==> config.mk <==
export PLATFORM = sky130hd
export DESIGN_NAME = dac_spi_tx
export DESIGN_NICKNAME = d
export VERILOG_FILES = /design/src/rtl/dac_spi_tx.sv
export SDC_FILE = /design/constraint.sdc
export NUM_CORES = 1
export LEC_CHECK = 0
export ABC_AREA = 1
export ABC_CLOCK_PERIOD_IN_PS = 3750
export CAP_MARGIN = 20
export CELL_PAD_IN_SITES_DETAIL_PLACEMENT = 1
export CELL_PAD_IN_SITES_GLOBAL_PLACEMENT = 1
export CORE_ASPECT_RATIO = 1.1
export CORE_MARGIN = 2
export CORE_UTILIZATION = 41
export DETAILED_ROUTE_END_ITERATION = 10
export GPL_TIMING_DRIVEN = 0
export PLACE_DENSITY_LB_ADDON = 0.1
export SLEW_MARGIN = 10
export SYNTH_ARGS = -nofsm -noshare
export SYNTH_HDL_FRONTEND = slang
export SYNTH_SLANG_ARGS = --single-unit
export TNS_END_PERCENT = 5
==> constraint.sdc <==
create_clock -name clk -period 3.75 [get_ports clk]
set_clock_uncertainty 0.05 [all_clocks]
set_input_delay 0.75 -clock clk [delete_from_list [all_inputs] [get_ports clk]]
set_output_delay 0.75 -clock clk [all_outputs]
set_load 0.005 [all_outputs]
==> src/rtl/dac_spi_tx.sv <==
// SPI mode-0 serializer feeding the board DAC from the sine generator.
// One sample per frame, MSB first; samples arriving mid-frame are dropped and counted.
//
// state | meaning
// IDLE  | waiting for sample_valid, sample_ready high
// LEAD  | dac_cs_n low, dac_sclk low, first bit set up on dac_mosi
// SHIFT | dac_sclk toggling, DATA_W full periods, data moves on falling edges
// TRAIL | dac_sclk low, dac_cs_n still low, last bit held
// GAP   | dac_cs_n high for CS_IDLE cycles before the next accept

module dac_spi_tx #(
  parameter int DATA_W     = 16,
  parameter int CLK_DIV    = 4,
  parameter int CS_IDLE    = 2,
  parameter int MSB_INVERT = 0
) (
  input  logic              clk,
  input  logic              reset,
  input  logic [DATA_W-1:0] sample_in,
  input  logic              sample_valid,
  output logic              sample_ready,
  output logic              busy,
  output logic              dac_cs_n,
  output logic              dac_sclk,
  output logic              dac_mosi,
  output logic              overrun,
  input  logic              overrun_clr,
  output logic [7:0]        drop_count
);

  localparam int CNT_MAX = (CLK_DIV > CS_IDLE) ? CLK_DIV : CS_IDLE;
  localparam int CNT_W   = (CNT_MAX > 1) ? $clog2(CNT_MAX) : 1;
  localparam int HALF_W  = $clog2(2 * DATA_W);

  localparam logic [CNT_W-1:0]  DIV_LOAD  = CNT_W'(CLK_DIV - 1);
  localparam logic [CNT_W-1:0]  GAP_LOAD  = CNT_W'(CS_IDLE - 1);
  localparam logic [HALF_W-1:0] HALF_LOAD = HALF_W'(2 * DATA_W - 1);
  localparam logic [HALF_W-1:0] HALF_ONE  = HALF_W'(1);
  localparam logic [DATA_W-1:0] MSB_MASK  =
    (MSB_INVERT != 0) ? {1'b1, {(DATA_W-1){1'b0}}} : {DATA_W{1'b0}};

  typedef enum logic [2:0] {
    IDLE,
    LEAD,
    SHIFT,
    TRAIL,
    GAP
  } state_t;

  state_t            state;
  logic [CNT_W-1:0]  cnt;
  logic [HALF_W-1:0] half;
  logic [DATA_W-1:0] shreg;
  logic              drop;

  assign drop = sample_valid && (state != IDLE);

  always_ff @(posedge clk) begin
    if (reset) begin
      state        <= IDLE;
      cnt          <= '0;
      half         <= '0;
      shreg        <= '0;
      sample_ready <= 1'b1;
      busy         <= 1'b0;
      dac_cs_n     <= 1'b1;
      dac_sclk     <= 1'b0;
      dac_mosi     <= 1'b0;
    end else begin
      case (state)
        IDLE: begin
          if (sample_valid) begin
            shreg        <= sample_in ^ MSB_MASK;
            dac_mosi     <= sample_in[DATA_W-1] ^ MSB_MASK[DATA_W-1];
            dac_cs_n     <= 1'b0;
            sample_ready <= 1'b0;
            busy         <= 1'b1;
            cnt          <= DIV_LOAD;
            state        <= LEAD;
          end
        end

        LEAD: begin
          if (cnt == '0) begin
            dac_sclk <= 1'b1;
            cnt      <= DIV_LOAD;
            half     <= HALF_LOAD;
            state    <= SHIFT;
          end else begin
            cnt <= cnt - 1'b1;
          end
        end

        // half counts remaining half-periods; odd values are the high phases
        SHIFT: begin
          if (cnt == '0) begin
            cnt <= DIV_LOAD;
            if (half == '0) begin
              state <= TRAIL;
            end else begin
              half     <= half - 1'b1;
              dac_sclk <= ~dac_sclk;
              if (dac_sclk && (half != HALF_ONE)) begin
                dac_mosi <= shreg[DATA_W-2];
                shreg    <= {shreg[DATA_W-2:0], 1'b0};
              end
            end
          end else begin
            cnt <= cnt - 1'b1;
          end
        end

        TRAIL: begin
          if (cnt == '0) begin
            dac_cs_n <= 1'b1;
            dac_mosi <= 1'b0;
            cnt      <= GAP_LOAD;
            state    <= GAP;
          end else begin
            cnt <= cnt - 1'b1;
          end
        end

        GAP: begin
          if (cnt == '0) begin
            sample_ready <= 1'b1;
            busy         <= 1'b0;
            state        <= IDLE;
          end else begin
            cnt <= cnt - 1'b1;
          end
        end

        default: begin
          state        <= IDLE;
          sample_ready <= 1'b1;
          busy         <= 1'b0;
          dac_cs_n     <= 1'b1;
          dac_sclk     <= 1'b0;
          dac_mosi     <= 1'b0;
        end
      endcase
    end
  end

  // a drop in the same cycle as overrun_clr restarts the count at one
  always_ff @(posedge clk) begin
    if (reset) begin
      overrun    <= 1'b0;
      drop_count <= '0;
    end else if (drop) begin
      overrun <= 1'b1;
      if (overrun_clr)
        drop_count <= 8'd1;
      else if (drop_count != 8'hFF)
        drop_count <= drop_count + 8'd1;
    end else if (overrun_clr) begin
      overrun    <= 1'b0;
      drop_count <= '0;
    end
  end

endmodule

* After elaboration in Yosys (flattened, before gate mapping)
Index checks and enable logic that the tools add are counted.
Storage, ports and cells: register bits after elaboration 39, input bits 20, output and inout bits 14, word-level logic and storage cells 101
Operators by class: add/subtract/negate cells 3, eq/ne operators 15, muxes and demuxes 42, bitwise operators 5, reduce and logical (&&, ||, !) cells 25
Operators with widths (count):
- 15-bit 2-to-1 mux | 4
- 8-bit 2-to-1 mux | 4
- 15-bit one-hot mux with 2 select lines | 1
- 3-bit 2-to-1 mux | 6
- 2-bit inequality test, second input constant | 9
- 5-bit 2-to-1 mux | 3
- 3-bit one-hot mux with 5 select lines | 1
- 1-bit 2-to-1 mux | 12
- 1-bit one-hot mux with 3 select lines | 4
- 6-bit AND reduction | 2
- 5-bit one-hot mux with 2 select lines | 1
- 3-bit AND reduction | 3
- 3-bit OR reduction | 3
- 8-bit by 1-bit adder with 8-bit output, second input constant | 1
- 2-bit 2-to-1 mux | 4
- 8-bit inequality test, second input constant | 1
- 2-bit one-hot mux with 4 select lines | 1
- 4-bit AND reduction | 2
- 2-bit nonzero test | 4
- 3-bit by 2-bit equality test with 1-bit output, second input constant | 2
- 5-bit zero test | 1
- 5-bit by 1-bit inequality test with 1-bit output, second input constant | 1
- 1-bit NOT | 5
- 5-bit AND reduction | 1
- other kinds (12) | 14

* Longest topological paths before layout
Gate-level depths: netlist of run 1.
depth in word-level cells 6, depth in mapped cells 12, depth with buffers taken out 11

* Worst setup path after synthesis of run 1
OpenSTA, ideal clock, no wires.
path type input port to flip-flop, start point input sample_valid, end point register shreg[10], setup time 113 ps, arrival time 1459 ps, data required time 3587 ps, setup slack 2128 ps, stages on the path 9, buffers on the path 2, path through inv_1 nand3_4 nand2_1 inv_2 nand3_2 buf_6 buf_6 nor2_1 nor2_1
Between the ends: longest elaborated chain between the ends 2
Ends and longest elaborated chain:
- from (decl) | RTL line 20 | input logic sample_valid,
- 2-bit inequality test (no source line)
- 5-bit AND reduction (no source line)
- to (signal assigned) | RTL line 73 | shreg <= sample_in ^ MSB_MASK;
- to (signal assigned) | RTL line 105 | shreg <= {shreg[DATA_W-2:0], 1'b0};
- to (decl) | RTL line 53 | logic [DATA_W-1:0] shreg;
No other way between the ends. A chain may end at the register's enable or synchronous reset.

* Worst setup path in the final report of run 1
start point register drop_count[5], end point output drop_count[5]
RTL lines:
- from (decl) | RTL line 28 | output logic [7:0] drop_count
- from (signal assigned) | RTL line 156 | drop_count <= drop_count + 8'd1;
No word-level cell between the ends.

==> metrics.csv, run 1 <==
stage;metric;value;unit
cts;cts.path.max_buffers;2;
yosys;netlist_instances;337;
cts;root_buffer;clkbuf_8;
worst_setup_path;ff2ff_setup_slack;1910;ps
yosys;synth_seq_cells;39;
floorplanning;dieArea;6110;um2
floorplanning;initial_core_util;42.0;%
yosys;syn_area_per_cell;6.69;um2
worst_setup_path;required;2950;ps
grt;antenna_found_initial;0;
worst_setup_path;cp_max_fo;6;
cts;cts_setup_buffers;0;
pwr;ir_drop;302;uV
cts;htreeDepth;2;
cells_and_area;fillers;737;
cells_and_area;drive_gt1_share;12.4;%
grt;grt_start_max_net_pins;12;
detailed_routing;viasPerCell;4.86;
yosys;synth_nets;362;
job;max_cap_viol_count;0;
sta;hold_violations;0;
cells_and_area;fin_area;2760;um2
grt;grt_pass1_vias;2124;
detailed_routing;wl;5700;um
floorplanning;boundaryPins;34;
cells_and_area;n_antenna_cell;0;
cts;clkLatencyLatePin;290;ps
sta;max_slew_margin;66.0;%
place;placed_area;2680;um2
hold_path;hp-start;dac_cs_n;
cts;ctsHoldBuffers;0;
floorplanning;num_rows;28;
place;gp_congestion;0.798;
sta;whs;410;ps
floorplanning;fp.coreArea;5360;um2
worst_setup_path;worstSetupStartpoint;drop_count[5];
worst_setup_path;cp.depth;1;
worst_setup_path;cp_cell_sequence;clkdlybuf4s50_1;
worst_setup_path;r2r-end;state[0];
worst_setup_path;endpoint_kind;output pin;
yosys;ys_types;31;
hold_path;hold_path.class;flip-flop to flip-flop;
worst_setup_path;endpoint;drop_count[5];
floorplanning;die_y;81.8;um
floorplanning;chipWidth;74.7;um
detailed_routing;vias;2202;
sta;finalSetupTns;0;ps
worst_setup_path;cp_slowest_stage_delay;550;ps
sta;period_needed;2050;ps
yosys;ys_warn_count;0;
grt;grt_first_pass_wirelength;9540;um
cts;post_cts_resized;0;
worst_setup_path;path_class;flip-flop to output pin;
pwr;power.density;816;nW/um2
hold_path;hold_depth;2;
cts;path_clk_slew;80;ps
worst_setup_path;reg2regPathDepth;8;
cts;cts_tree;built;
grt;grt_overflow;0;
sta;period_share;54.8;%
worst_setup_path;critPathArrivalTime;1250;ps
yosys;synth.cell_area;2250;um2
detailed_routing;wl_per_cell;12.6;um
place;io_buffers;33;
detailed_routing;dr.pass1.iters;4;
pwr;leakage;1.25;nW
sta;rsz0062_at_grt;no;
detailed_routing;drc;0;
worst_setup_path;cp-start-kind;flip-flop;
place;dp_hpwl;4300;um
sta;finalSetupViolCount;0;
worst_setup_path;r2r-start;cnt[0];
cts;cts_buffers;5;
sta;max_freq;0.487;GHz
sta;tightest_slew;510;ps
cells_and_area;nets;402;
grt;globalRouteTotalUtil;20.3;%
cells_and_area;area_growth;22.4;%
worst_setup_path;path_buf_inv;1;
sta;drv_slew;0;
run_status;status;completed;
cts;cts_sinks;39;
worst_setup_path;cp_slowest_cell;clkdlybuf4s50_1;
worst_setup_path;critical_path.top_delay_family;buffers and inverters;
detailed_routing;ant_nets;0;
detailed_routing;dr.first_iter.drc_count;61;
yosys;seq_area_frac_synth;34.6;%
==> flip-flops by register name (all words and copies together) (netlist names) <==
| name | cells |
|---|---|
| drop_count | 8 |
| overrun | 1 |
| half | 5 |
| dac_mosi | 1 |
| sample_ready | 1 |
| dac_sclk | 1 |
| shreg | 15 |
| state | 3 |
| dac_cs_n | 1 |
| busy | 1 |
| cnt | 2 |
==> worst min-delay path by stage <==
stage / to / slack, ps
CTS: dac_cs_n / 410
global placement: sample_ready / 390
finish: dac_cs_n / 410
detailed placement: sample_ready / 400
global route: dac_cs_n / 430
floorplan: shreg[0] / 380
==> worst reg2reg max path: cells and delay by family, from the launching register on <==
family / cells / cell delay (ps)
and+or+nand+nor: 4 / 670
DFF: 1 / 330
adders and majority gates: 1 / 310
buffers and inverters: 2 / 250
AOI/OAI and AO/OA: 1 / 160
==> per-stage QoR <==
| stage | power [mW] | instances | util, % | worst slack, ps |
|---|---|---|---|---|
| global placement | 1.95 | 445 | 50.0 | 1420 |
| finish | 2.25 | 453 | 51.5 | 1700 |
| floorplan | 1.66 | 337 | - | 2130 |
| CTS | 2.28 | 453 | 51.5 | 1670 |
| global route | 2.49 | 453 | 51.5 | 1550 |
| detailed placement | 1.99 | 445 | 50.0 | 1420 |
==> logic make-up (layout without fill, tap and decap cells) <==
logic type	after synthesis	in the layout	synth area share [%]
compound gates	44	44	12.8
xor+xnor	1	1	0.389
fa+ha+maj	5	5	2.78
buf+inv	52	93	11.4
flops	39	39	34.6
simple gates	196	196	38.0
==> power by group <==
part	switching [mW]	leakage, nW	internal (mW)
clock	0.150	0.0422	0.131
sequential	0.0955	0.321	0.564
combinational	0.803	0.887	0.509
==> synthesized netlist by cell type (all sizes together) <==
| cell | number | share of area, % |
|---|---|---|
| a21oi | 19 | 4.9 |
| buf | 8 | 3.8 |
| clkbuf | 3 | 0.50 |
| dfxtp | 39 | 35 |
| ha | 5 | 2.8 |
| inv | 41 | 7.1 |
| nand2 | 108 | 19 |
| nand3 | 23 | 6.1 |
| nand4 | 6 | 1.7 |
| nor2 | 52 | 9.1 |
| nor3 | 4 | 1.4 |
| nor4 | 1 | 0.28 |
| o211ai | 1 | 0.33 |
| o21a | 1 | 0.33 |
| o21ai | 23 | 7.3 |
| or2 | 2 | 0.56 |
| xnor2 | 1 | 0.39 |
==> per-layer routing <==
| metal | routed length (um) | vias to the layer above | share of wire, % | GRT usage [%] |
|---|---|---|---|---|
| met2 | 2920 | 31 | 51 | 38.4 |
| li1 | - | 1139 | - | - |
| met1 | 2520 | 1026 | 44 | 23.3 |
| met4 | 57 | 0 | 1.0 | 5.36 |
| met5 | 0 | - | 0 | 0 |
| met3 | 196 | 6 | 3.4 | 3.07 |
==> final cells by class <==
class | instances | area (um2) | share of cell area, %
multi-input cells | 246 | 1220 | 44.1
flip-flops and latches | 39 | 781 | 28.3
repair buffers | 33 | 330 | 12.0
inverters | 41 | 159 | 5.76
plain buffers | 11 | 97.6 | 3.54
well taps | 75 | 93.8 | 3.40
clock buffers | 7 | 76.3 | 2.77
clock inverters | 1 | 5.00 | 0.181
==> layout by cell type (no fill, tap or decap), types with 3 or more instances in the layout <==
cell / Yosys / routed
nor2_1: 50 / 50
nand2_2: 5 / 5
nand3_1: 20 / 20
a21oi_1: 17 / 17
clkbuf_1: 3 / 5
nor3_1: 3 / 3
inv_1: 37 / 37
inv_2: 3 / 3
o21ai_0: 10 / 10
nand4_1: 6 / 6
clkdlybuf4s50_1: 0 / 33
dfxtp_1: 39 / 39
buf_6: 5 / 5
ha_1: 5 / 5
o21ai_2: 13 / 13
clkbuf_8: 0 / 5
nand2_1: 102 / 102
Power figures use the tool's default switching activity.
==> run 2, diff against run 1 <==
--- a/config.mk
+++ b/config.mk
@@ -6,13 +6,13 @@
 export NUM_CORES = 1
 export LEC_CHECK = 0
 export ABC_AREA = 1
-export ABC_CLOCK_PERIOD_IN_PS = 3750
+export ABC_CLOCK_PERIOD_IN_PS = 1900
 export CAP_MARGIN = 20
 export CELL_PAD_IN_SITES_DETAIL_PLACEMENT = 1
 export CELL_PAD_IN_SITES_GLOBAL_PLACEMENT = 1
 export CORE_ASPECT_RATIO = 1.1
 export CORE_MARGIN = 2
-export CORE_UTILIZATION = 41
+export CORE_UTILIZATION = 38
 export DETAILED_ROUTE_END_ITERATION = 10
 export GPL_TIMING_DRIVEN = 0
 export PLACE_DENSITY_LB_ADDON = 0.1
==> constraint.sdc (replaced) <==
create_clock -name clk -period 1.9 [get_ports clk]
set_clock_uncertainty 0.05 [all_clocks]
set_input_delay 0.38 -clock clk [delete_from_list [all_inputs] [get_ports clk]]
set_output_delay 0.38 -clock clk [all_outputs]
set_load 0.005 [all_outputs]
==> run 2 against run 1 <==
  * Register-to-register slack got worse by 1800 ps
  * Power increased by 97%
  * First-iteration DRC count decreased by 18%
  * Sequential power increased by 97%
  * Design area increased by 0.41%
  * Die area increased by 7.5%
  * Global-route usage decreased by 1.9 points
  * Worst setup slack got worse by 1600 ps
  * Via count decreased by 1.5%
  * Non-clock buffer count unchanged
==> metrics.csv, run 2 (synthesized netlist as in run 1, its figures left out) <==
stage;metric;value;unit;change
cts;cts_tree;built;;
sta;hold_violations;0;;unchanged
cts;htreeDepth;2;;unchanged
place;placed_cells;447;;+0.45%
cells_and_area;drive_gt1_share;13.8;%;+1.3 points
detailed_routing;viasPerCell;4.77;;-1.9%
grt;grt_start_max_net_pins;13;;+1
floorplanning;initial_core_util;39.3;%;-2.7 points
cells_and_area;area_growth;22.9;%;
pwr;power.density;1600;nW/um2;+96%
grt;grt_overflow;0;;unchanged
worst_setup_path;path_class;flip-flop to flip-flop;;
sta;max_freq;0.569;GHz;
cts;cts_sinks;39;;unchanged
place;gp_congestion;0.835;;+4.6%
worst_setup_path;cp_max_fo;6;;unchanged
sta;tightest_slew;524;ps;+14.1 ps
floorplanning;boundaryPins;34;;unchanged
grt;antenna_found_initial;0;;unchanged
detailed_routing;dr.pass1.iters;4;;unchanged
floorplanning;num_rows;29;;+3.6%
cts;path_clk_slew;80;ps;about the same
detailed_routing;ant_nets;0;;unchanged
grt;globalRouteTotalUtil;18.4;%;-1.9 points
place;placed_area;2680;um2;about the same
job;max_cap_viol_count;0;;unchanged
cells_and_area;regMostFlops;shreg;;
cells_and_area;top_regs;shreg: 15 flops, drop_count: 8 flops, half: 5 flops;;
cells_and_area;n_antenna_cell;0;;unchanged
hold_path;hold_path.class;flip-flop to flip-flop;;
worst_setup_path;required;2080;ps;-870 ps
worst_setup_path;cp-start-kind;flip-flop;;
cts;root_buffer;clkbuf_8;;
floorplanning;fp.coreArea;5730;um2;+7.0%
detailed_routing;vias;2169;;-1.5%
worst_setup_path;endpoint_kind;flip-flop;;
sta;period_share;92.5;%;
worst_setup_path;worstSetupStartpoint;cnt[0];;
cts;clkLatencyLatePin;300;ps;about the same
cts;cts.path.max_buffers;2;;unchanged
cells_and_area;final_cells;455;;+0.44%
place;io_buffers;33;;unchanged
detailed_routing;wl;5560;um;-2.5%
cells_and_area;fin_util;48.3;%;-3.2 points
detailed_routing;drc;0;;unchanged
cells_and_area;fillers;801;;+8.7%
floorplanning;dieArea;6560;um2;+7.5%
floorplanning;die_y;84.8;um;+3.7%
place;dp_hpwl;4240;um;-1.3%
grt;grt_pass1_vias;2164;;+1.9%
sta;finalSetupViolCount;0;;unchanged
cells_and_area;layout_commonest_cell;nand2_1;;
sta;max_slew_margin;65.0;%;-0.94 points
cts;cts_buffers;5;;unchanged
worst_setup_path;critPathArrivalTime;1940;ps;+690 ps
run_status;status;completed;;
sta;drv_slew;0;;unchanged
sta;period_needed;1760;ps;
cells_and_area;layout_common_cells;nand2_1, nor2_1, dfxtp_1, inv_1, clkdlybuf4s50_1;;
cells_and_area;fin_area;2770;um2;+0.41%
floorplanning;chipWidth;77.4;um;+3.7%
sta;finalSetupTns;0;ps;unchanged
cells_and_area;nets;402;;unchanged
pwr;leakage;1.26;nW;+0.48%
detailed_routing;dr.first_iter.drc_count;50;;-18%
cells_and_area;largest_register_ffs;15;;unchanged
cts;ctsHoldBuffers;0;;unchanged
worst_setup_path;r2r-start;cnt[0];;
hold_path;hp-start;shreg[0];;
sta;whs;414;ps;+4.70 ps
grt;grt_first_pass_wirelength;9720;um;+1.9%
detailed_routing;wl_per_cell;12.2;um;-2.9%
pwr;ir_drop;739;uV;+140%
==> run 2: cell types whose count changed in the layout (fill, tap and decap cells not counted), sizes merged <==
cell    delta
clkbuf     -2
clkinv     +2
==> run 2: power by group <==
part | switching (mW) | internal (mW) | total, mW
Sequential | 0.182 | 1.12 | 1.30
Clock | 0.304 | 0.251 | 0.556
Combinational | 1.58 | 1.01 | 2.59
==> run 2: what timing repair did <==
item	CTS	global route
endpoints found under the setup margin	0	7
setup buffers	0	0
gates resized for setup	0	3
==> run 2: worst paths after layout <==
kind                                 end  slack (ps)  depth (start not counted)
worst max-delay path            state[0]         140                          8
worst min-delay path            shreg[0]         410                          2
worst max register to register  state[0]         140                          8
worst min register to register  shreg[0]         410                          2
==> run 2: worst max-delay path, cell delays in order, from the launching register on <==
cell and delay (ps):
dfxtp_1 340, inv_1 80, ha_1 310, inv_1 180, nand3_1 180, nand2_1 100, nor2_2 170, nand3_1 120
a21oi_2 160
==> run 2: layout make-up <==
type / count / area, um2 / share of cell area, %
Clock inverter: 3 / 15.0 / 0.542
Tap cell: 77 / 96.3 / 3.48
Buffer: 11 / 97.6 / 3.52
Timing Repair Buffer: 33 / 330 / 11.9
Clock buffer: 5 / 68.8 / 2.48
Sequential cell: 39 / 782 / 28.2
Multi-Input combinational cell: 246 / 1220 / 44.1
Inverter: 41 / 159 / 5.74
==> run 2: stage by stage <==
stage / worst slack (ps) / power [mW]
after floorplan: 391 / 3.28
after global routing: -5.02 / 4.92
after global placement: -41.6 / 3.86
after detailed placement: -32.6 / 3.93
after CTS: 82.5 / 4.52
final: 143 / 4.44
==> run 2: routing by layer <==
metal,wire length [um],track usage [%],up-vias
li1,-,-,1138
met1,2600,22.9,992
met2,2680,31.6,32
met3,173,3.33,7
met4,94,6.82,0
met5,0,0,-
